===== src/rtl/ace_pc_pkg.sv =====
// Shared encodings and helpers for the fetch program counter.
package ace_pc_pkg;

  localparam int unsigned PC_WIDTH        = 32;
  localparam int unsigned PC_SELECT_WIDTH = 2;

  // Next-PC multiplexor select: in0..in3 of multiplexor_4x1.
  typedef enum logic [PC_SELECT_WIDTH-1:0] {
    PC_SELECT_SEQUENTIAL = 2'b00,
    PC_SELECT_BRANCH     = 2'b01,
    PC_SELECT_JUMP       = 2'b10,
    PC_SELECT_VECTOR     = 2'b11
  } pc_select_t;

  typedef enum logic {
    PC_STATE_RESET_WAIT = 1'b0,
    PC_STATE_FETCH      = 1'b1
  } pc_state_t;

  typedef enum logic [1:0] {
    PENDING_NONE      = 2'b00,
    PENDING_BRANCH    = 2'b01,
    PENDING_JUMP      = 2'b10,
    PENDING_EXCEPTION = 2'b11
  } pending_kind_t;

  // A redirect request: its kind and word-aligned destination.
  typedef struct packed {
    pending_kind_t         kind;
    logic [PC_WIDTH-1:0]   target;
  } pending_t;

  localparam pending_t PENDING_CLEAR = '{kind: PENDING_NONE, target: '0};

  // Instruction addresses are word aligned; drop the low two bits.
  function automatic logic [PC_WIDTH-1:0] align_target(input logic [PC_WIDTH-1:0] target);
    return {target[PC_WIDTH-1:2], 2'b00};
  endfunction

endpackage


===== src/rtl/multiplexor_4x1.sv =====
// Four-input next-PC selector; 32-bit datapath only.
module multiplexor_4x1
  import ace_pc_pkg::*;
(
  input  logic [PC_SELECT_WIDTH-1:0] select,
  input  logic [PC_WIDTH-1:0]        in0,
  input  logic [PC_WIDTH-1:0]        in1,
  input  logic [PC_WIDTH-1:0]        in2,
  input  logic [PC_WIDTH-1:0]        in3,
  output logic [PC_WIDTH-1:0]        out_c
);

  // Route the selected input to the output.
  always_comb begin
    out_c = in0;
    case (select)
      PC_SELECT_BRANCH: out_c = in1;
      PC_SELECT_JUMP:   out_c = in2;
      PC_SELECT_VECTOR: out_c = in3;
      default:          out_c = in0;
    endcase
  end

endmodule


===== src/rtl/program_counter.sv =====
// Fetch program counter: issues addresses over valid/ready and retains
// one redirect that arrives while the fetch is stalled.
module program_counter
  import ace_pc_pkg::*;
#(
  parameter int unsigned          BIT_WIDTH        = PC_WIDTH,
  parameter logic [BIT_WIDTH-1:0] RESET_VECTOR     = 32'hBFC0_0000,
  parameter logic [BIT_WIDTH-1:0] EXCEPTION_VECTOR = 32'h8000_0180
) (
  input  logic                 clock,
  input  logic                 reset_n,
  output logic                 fetch_valid,
  input  logic                 fetch_ready,
  output logic [BIT_WIDTH-1:0] fetch_address,
  input  logic                 branch_taken,
  input  logic [BIT_WIDTH-1:0] branch_target,
  input  logic                 jump,
  input  logic [BIT_WIDTH-1:0] jump_target,
  input  logic                 exception,
  output logic                 redirect_pending
);

  pc_state_t            state_q, state_d;
  pending_t             pending_q, pending_d;
  logic                 valid_d;
  logic                 redirect_pending_d;
  logic [BIT_WIDTH-1:0] address_d;

  pending_t             request_c;
  logic                 request_wins_c;
  pc_select_t           select_c;
  logic [BIT_WIDTH-1:0] sequential_c;
  logic [BIT_WIDTH-1:0] branch_aligned_c;
  logic [BIT_WIDTH-1:0] jump_aligned_c;
  logic [BIT_WIDTH-1:0] vector_target_c;
  logic [BIT_WIDTH-1:0] next_pc_c;

  assign sequential_c     = fetch_address + BIT_WIDTH'(4);
  assign branch_aligned_c = align_target(branch_target);
  assign jump_aligned_c   = align_target(jump_target);

  // Collapse this cycle's redirect inputs to one request by priority, and
  // decide whether it may displace what is already pending.
  always_comb begin
    request_c = PENDING_CLEAR;
    if (exception) begin
      request_c = '{kind: PENDING_EXCEPTION, target: align_target(EXCEPTION_VECTOR)};
    end else if (branch_taken) begin
      request_c = '{kind: PENDING_BRANCH, target: branch_aligned_c};
    end else if (jump) begin
      request_c = '{kind: PENDING_JUMP, target: jump_aligned_c};
    end
    request_wins_c = (request_c.kind != PENDING_NONE) &&
                     !((pending_q.kind == PENDING_EXCEPTION) &&
                       (request_c.kind != PENDING_EXCEPTION));
  end

  // in3 carries the exception vector when one is requested now, else the pending target.
  assign vector_target_c = (request_c.kind == PENDING_EXCEPTION) ? request_c.target
                                                                  : pending_q.target;

  // Next-PC select: winning live redirect, then pending target, then PC+4.
  always_comb begin
    select_c = PC_SELECT_SEQUENTIAL;
    if (request_wins_c) begin
      case (request_c.kind)
        PENDING_EXCEPTION: select_c = PC_SELECT_VECTOR;
        PENDING_BRANCH:    select_c = PC_SELECT_BRANCH;
        PENDING_JUMP:      select_c = PC_SELECT_JUMP;
        default:           select_c = PC_SELECT_SEQUENTIAL;
      endcase
    end else if (pending_q.kind != PENDING_NONE) begin
      select_c = PC_SELECT_VECTOR;
    end
  end

  multiplexor_4x1 next_pc_multiplexor (
    .select (select_c),
    .in0    (sequential_c),
    .in1    (branch_aligned_c),
    .in2    (jump_aligned_c),
    .in3    (vector_target_c),
    .out_c  (next_pc_c)
  );

  // State register.
  always_ff @(posedge clock or negedge reset_n) begin
    if (!reset_n) begin
      state_q <= PC_STATE_RESET_WAIT;
    end else begin
      state_q <= state_d;
    end
  end

  // Next state, PC advance on handshake, redirect capture while stalled.
  always_comb begin
    state_d            = state_q;
    valid_d            = fetch_valid;
    address_d          = fetch_address;
    pending_d          = pending_q;
    redirect_pending_d = redirect_pending;
    case (state_q)
      PC_STATE_RESET_WAIT: begin
        state_d = PC_STATE_FETCH;
        valid_d = 1'b1;
      end
      PC_STATE_FETCH: begin
        valid_d = 1'b1;
        if (fetch_valid && fetch_ready) begin
          address_d          = next_pc_c;
          pending_d          = PENDING_CLEAR;
          redirect_pending_d = 1'b0;
        end else if (request_wins_c) begin
          pending_d          = request_c;
          redirect_pending_d = 1'b1;
        end
      end
      default: state_d = PC_STATE_RESET_WAIT;
    endcase
  end

  // Output and pending registers.
  always_ff @(posedge clock or negedge reset_n) begin
    if (!reset_n) begin
      fetch_valid      <= 1'b0;
      fetch_address    <= RESET_VECTOR;
      pending_q        <= PENDING_CLEAR;
      redirect_pending <= 1'b0;
    end else begin
      fetch_valid      <= valid_d;
      fetch_address    <= address_d;
      pending_q        <= pending_d;
      redirect_pending <= redirect_pending_d;
    end
  end

endmodule


===== config.mk =====
export PLATFORM = sky130hd
export DESIGN_NAME = program_counter
export DESIGN_NICKNAME = d
export VERILOG_FILES = /design/src/rtl/ace_pc_pkg.sv /design/src/rtl/multiplexor_4x1.sv /design/src/rtl/program_counter.sv
export SDC_FILE = /design/constraint.sdc
export NUM_CORES = 1
export LEC_CHECK = 0
export CAP_MARGIN = 20
export CORE_ASPECT_RATIO = 1.5
export CORE_MARGIN = 2
export CORE_UTILIZATION = 45
export CTS_CLUSTER_SIZE = 30
export DETAILED_ROUTE_END_ITERATION = 7
export PLACE_DENSITY = 0.75
export SLEW_MARGIN = 20
export SYNTH_ARGS = -nofsm -noshare
export SYNTH_HDL_FRONTEND = slang
export SYNTH_SLANG_ARGS = --single-unit

===== constraint.sdc =====
create_clock -name clock -period 2 [get_ports clock]
set_input_delay 0.6 -clock clock [delete_from_list [all_inputs] [get_ports clock]]
set_output_delay 0.6 -clock clock [all_outputs]
set_load 0.05 [all_outputs]

==> results.json <==
{
  "io_buffers": 97,
  "ys_ff_latch": 64,
  "report.final.slew_viol_count": 0,
  "insertion_delay_ns": 0.34,
  "min_period_ns": 1.98,
  "ir_drop_v": 0.000505,
  "hp-class": "in -> async",
  "cts_sinks": 64,
  "cp-start-kind": "primary input",
  "path_cells": "dlygate4sd2_1 > or4b_4 > o21ai_4 > buf_4 > nand2_1 > nand3_1 > o22ai_1 > nor2_1",
  "track_usage_pct": 28.0,
  "antenna_found_initial": 0,
  "syn_to_final_growth_pct": 49.3,
  "yosys-top-cells-area": "dfrtp_1 (33%), a21oi_1 (8.2%), nand2_1 (8.0%)",
  "cts_max_level": 3,
  "crit_type": "in -> reg",
  "io_pins": 104,
  "hpwl_um": 10300,
  "gp_congestion": 0.982,
  "syn_inst": 537,
  "synth-edff-count": 0,
  "r2r_setup_slack_ns": 0.12,
  "fillCellCount": 710,
  "reg2reg_depth": 8,
  "crit_fanout": 7,
  "cts.clk_slew.worst_paths_ns": 0.05,
  "async_flop_share_pct": 100,
  "dominantRegCellSynth": "dfrtp_1",
  "worst_ep_required_time_ns": 2.27,
  "outcome": "completed",
  "final_nets": 758,
  "p_per_area_nw_per_um2": 791,
  "cts.path.max_buffers": 2,
  "start_util_pct": 46.0,
  "finalCritPeriodShare_pct": 99.1,
  "synth_cell_types": 62,
  "vias": 5002,
  "cp_slowest_cell": "or4b_4",
  "clock.fmax_ghz": 0.504,
  "ant_nets": 0,
  "synth_common_cells": "nand2_1 (90), a21oi_1 (69), nor2_1 (56)",
  "core_um2": 9200,
  "rsz0062_at_grt": "true",
  "cts_buffers": 9,
  "synth_seq_area_share_pct": 38.1,
  "first_pass_iters": 5,
  "yosys_warnings": 0,
  "grt_pass1_wl_um": 22800,
  "tritoncts": "done",
  "slowest_delay_ns": 0.61,
  "hold_violations": 0,
  "cp_top_family": "simple AND/OR/NAND/NOR gates",
  "crit_path_end_kind": "flip-flop",
  "setup_viol": 0,
  "leakagePower_uw": 0.00266,
  "grt_pass1_vias": 4771,
  "die_y_um": 123,
  "drt-initial-drc-count": 456,
  "avgRoutedWirePerCell_um": 18.0,
  "antenna_cells": 0,
  "avgSynthCellArea_um2": 7.88,
  "grt_max_degree": 65,
  "die_x_um": 83.2,
  "skew_ns": 0.00633,
  "root_buffer": "clkbuf_16",
  "via_per_inst": 6.22,
  "yosysTopAreaCell": "dfrtp_1",
  "place_ws_ns": -0.621,
  "arrival_ns": 2.25,
  "ctsHoldBuffers": 0,
  "synth.most_common_cell": "nand2_1",
  "p_total_uw": 4990,
  "synth_top_area_share_pct": 32.5,
  "die_area_um2": 10200,
  "gr-total-overflow": 0,
  "drc_errors": 0,
  "routed_wirelength_um": 14500,
  "cp.depth": 8,
  "cap_violations": 0,
  "drive_gt1_share_pct": 26.3,
  "num_rows": 43,
  "syn_area_um2": 4230,
  "crit_buf_inv": 2,
  "worst_slack_ns": 0.0173
}
-- final timing paths --
path                                from                end
setup / recovery               exception  fetch_address[30]
hold / removal                   reset_n       pending_q[3]
min in group clock         pending_q[10]      pending_q[10]
max in group asynchronous        reset_n  fetch_address[26]
hold reg to reg            pending_q[10]      pending_q[10]
setup reg to reg           pending_q[32]   fetch_address[8]
-- flip-flops by register name, summed over array words and instances, names as in the netlist --
name,cells
redirect_pending,1
pending_q,32
fetch_address,30
fetch_valid,1
-- cell type report --
type | count | area, um^2 | share of cell area, %
multi-input combinational | 426 | 2470 | 39.0
timing repair buffer | 182 | 1750 | 27.7
sequential | 64 | 1620 | 25.7
clock buffer | 13 | 260 | 4.12
tap | 112 | 140 | 2.22
clock inverter | 3 | 65.1 | 1.03
inverter | 4 | 15.0 | 0.238
-- stage by stage --
stage | setup TNS [ns] | cells | utilization [%] | area, um^2 | hold slack [ns]
2_1_floorplan | 0 | 538 | - | 4240 | 0.304
3_3_place_gp | -29.61 | 781 | 63.5 | 5840 | 0.461
3_5_place_dp | -32.18 | 781 | 63.5 | 5840 | 0.471
4_1_cts | 0 | 798 | 67.3 | 6190 | 0.289
5_1_grt | -0.0458 | 804 | 68.7 | 6320 | 0.305
6_report | 0 | 804 | 68.7 | 6320 | 0.260
-- placed cells by master, fill, tap and decap left out, types with 8 or more instances in the layout --
cell and n:
clkbuf_16 9, dfrtp_1 49, a221oi_1 9, o21ai_0 44, dfstp_2 9, buf_12 18
buf_4 96, a21oi_1 69, clkdlybuf4s50_1 61, o22ai_1 9, nor3_1 8, a32oi_1 10
nand3_1 23, nor2_1 53, nand2_1 88
-- power by group --
part | switching, uW | leakage [uW] | internal, uW
registers | 171 | 0.000795 | 1460
logic | 928 | 0.00171 | 711
clock network | 566 | 0.000160 | 1160
total | 1670 | 0.00266 | 3330
-- per-layer routing --
layer,routed length (um),up-vias,part of all wire [%],track usage [%]
li1,-,2295,-,-
met1,5420,2388,37,33.1
met2,7440,267,51,48.3
met3,1060,52,7.3,4.44
met4,582,0,4.0,15.8
met5,0,-,0,0
-- worst reg2reg max path: cells and delay by family (launching register included) --
kind | cells | cell delay, ns
buffers and inverters | 2 | 0.39
AND/OR/NAND/NOR | 2 | 0.31
AO/OA/AOI/OAI | 4 | 0.63
flip-flops | 1 | 0.47
-- repair_timing --
item	in CTS	in global routing
setup buffers	0	5
endpoints found under the hold margin	0	0
gates resized for setup	8	23
endpoints found under the setup margin	62	23
gates cloned	1	1
pin swaps	1	5
-- kinds of logic after synthesis --
kind of cell	Yosys count	share of synthesized area, %
xor gates and xnor gates	1	0.207
and+or+nand+nor	216	24.1
DFF	64	38.1
adders and majority gates	2	0.532
other	2	0.177
buffers and inverters	49	5.94
AOI/OAI and AO/OA	203	31.0
Power figures use the tool's default switching activity.
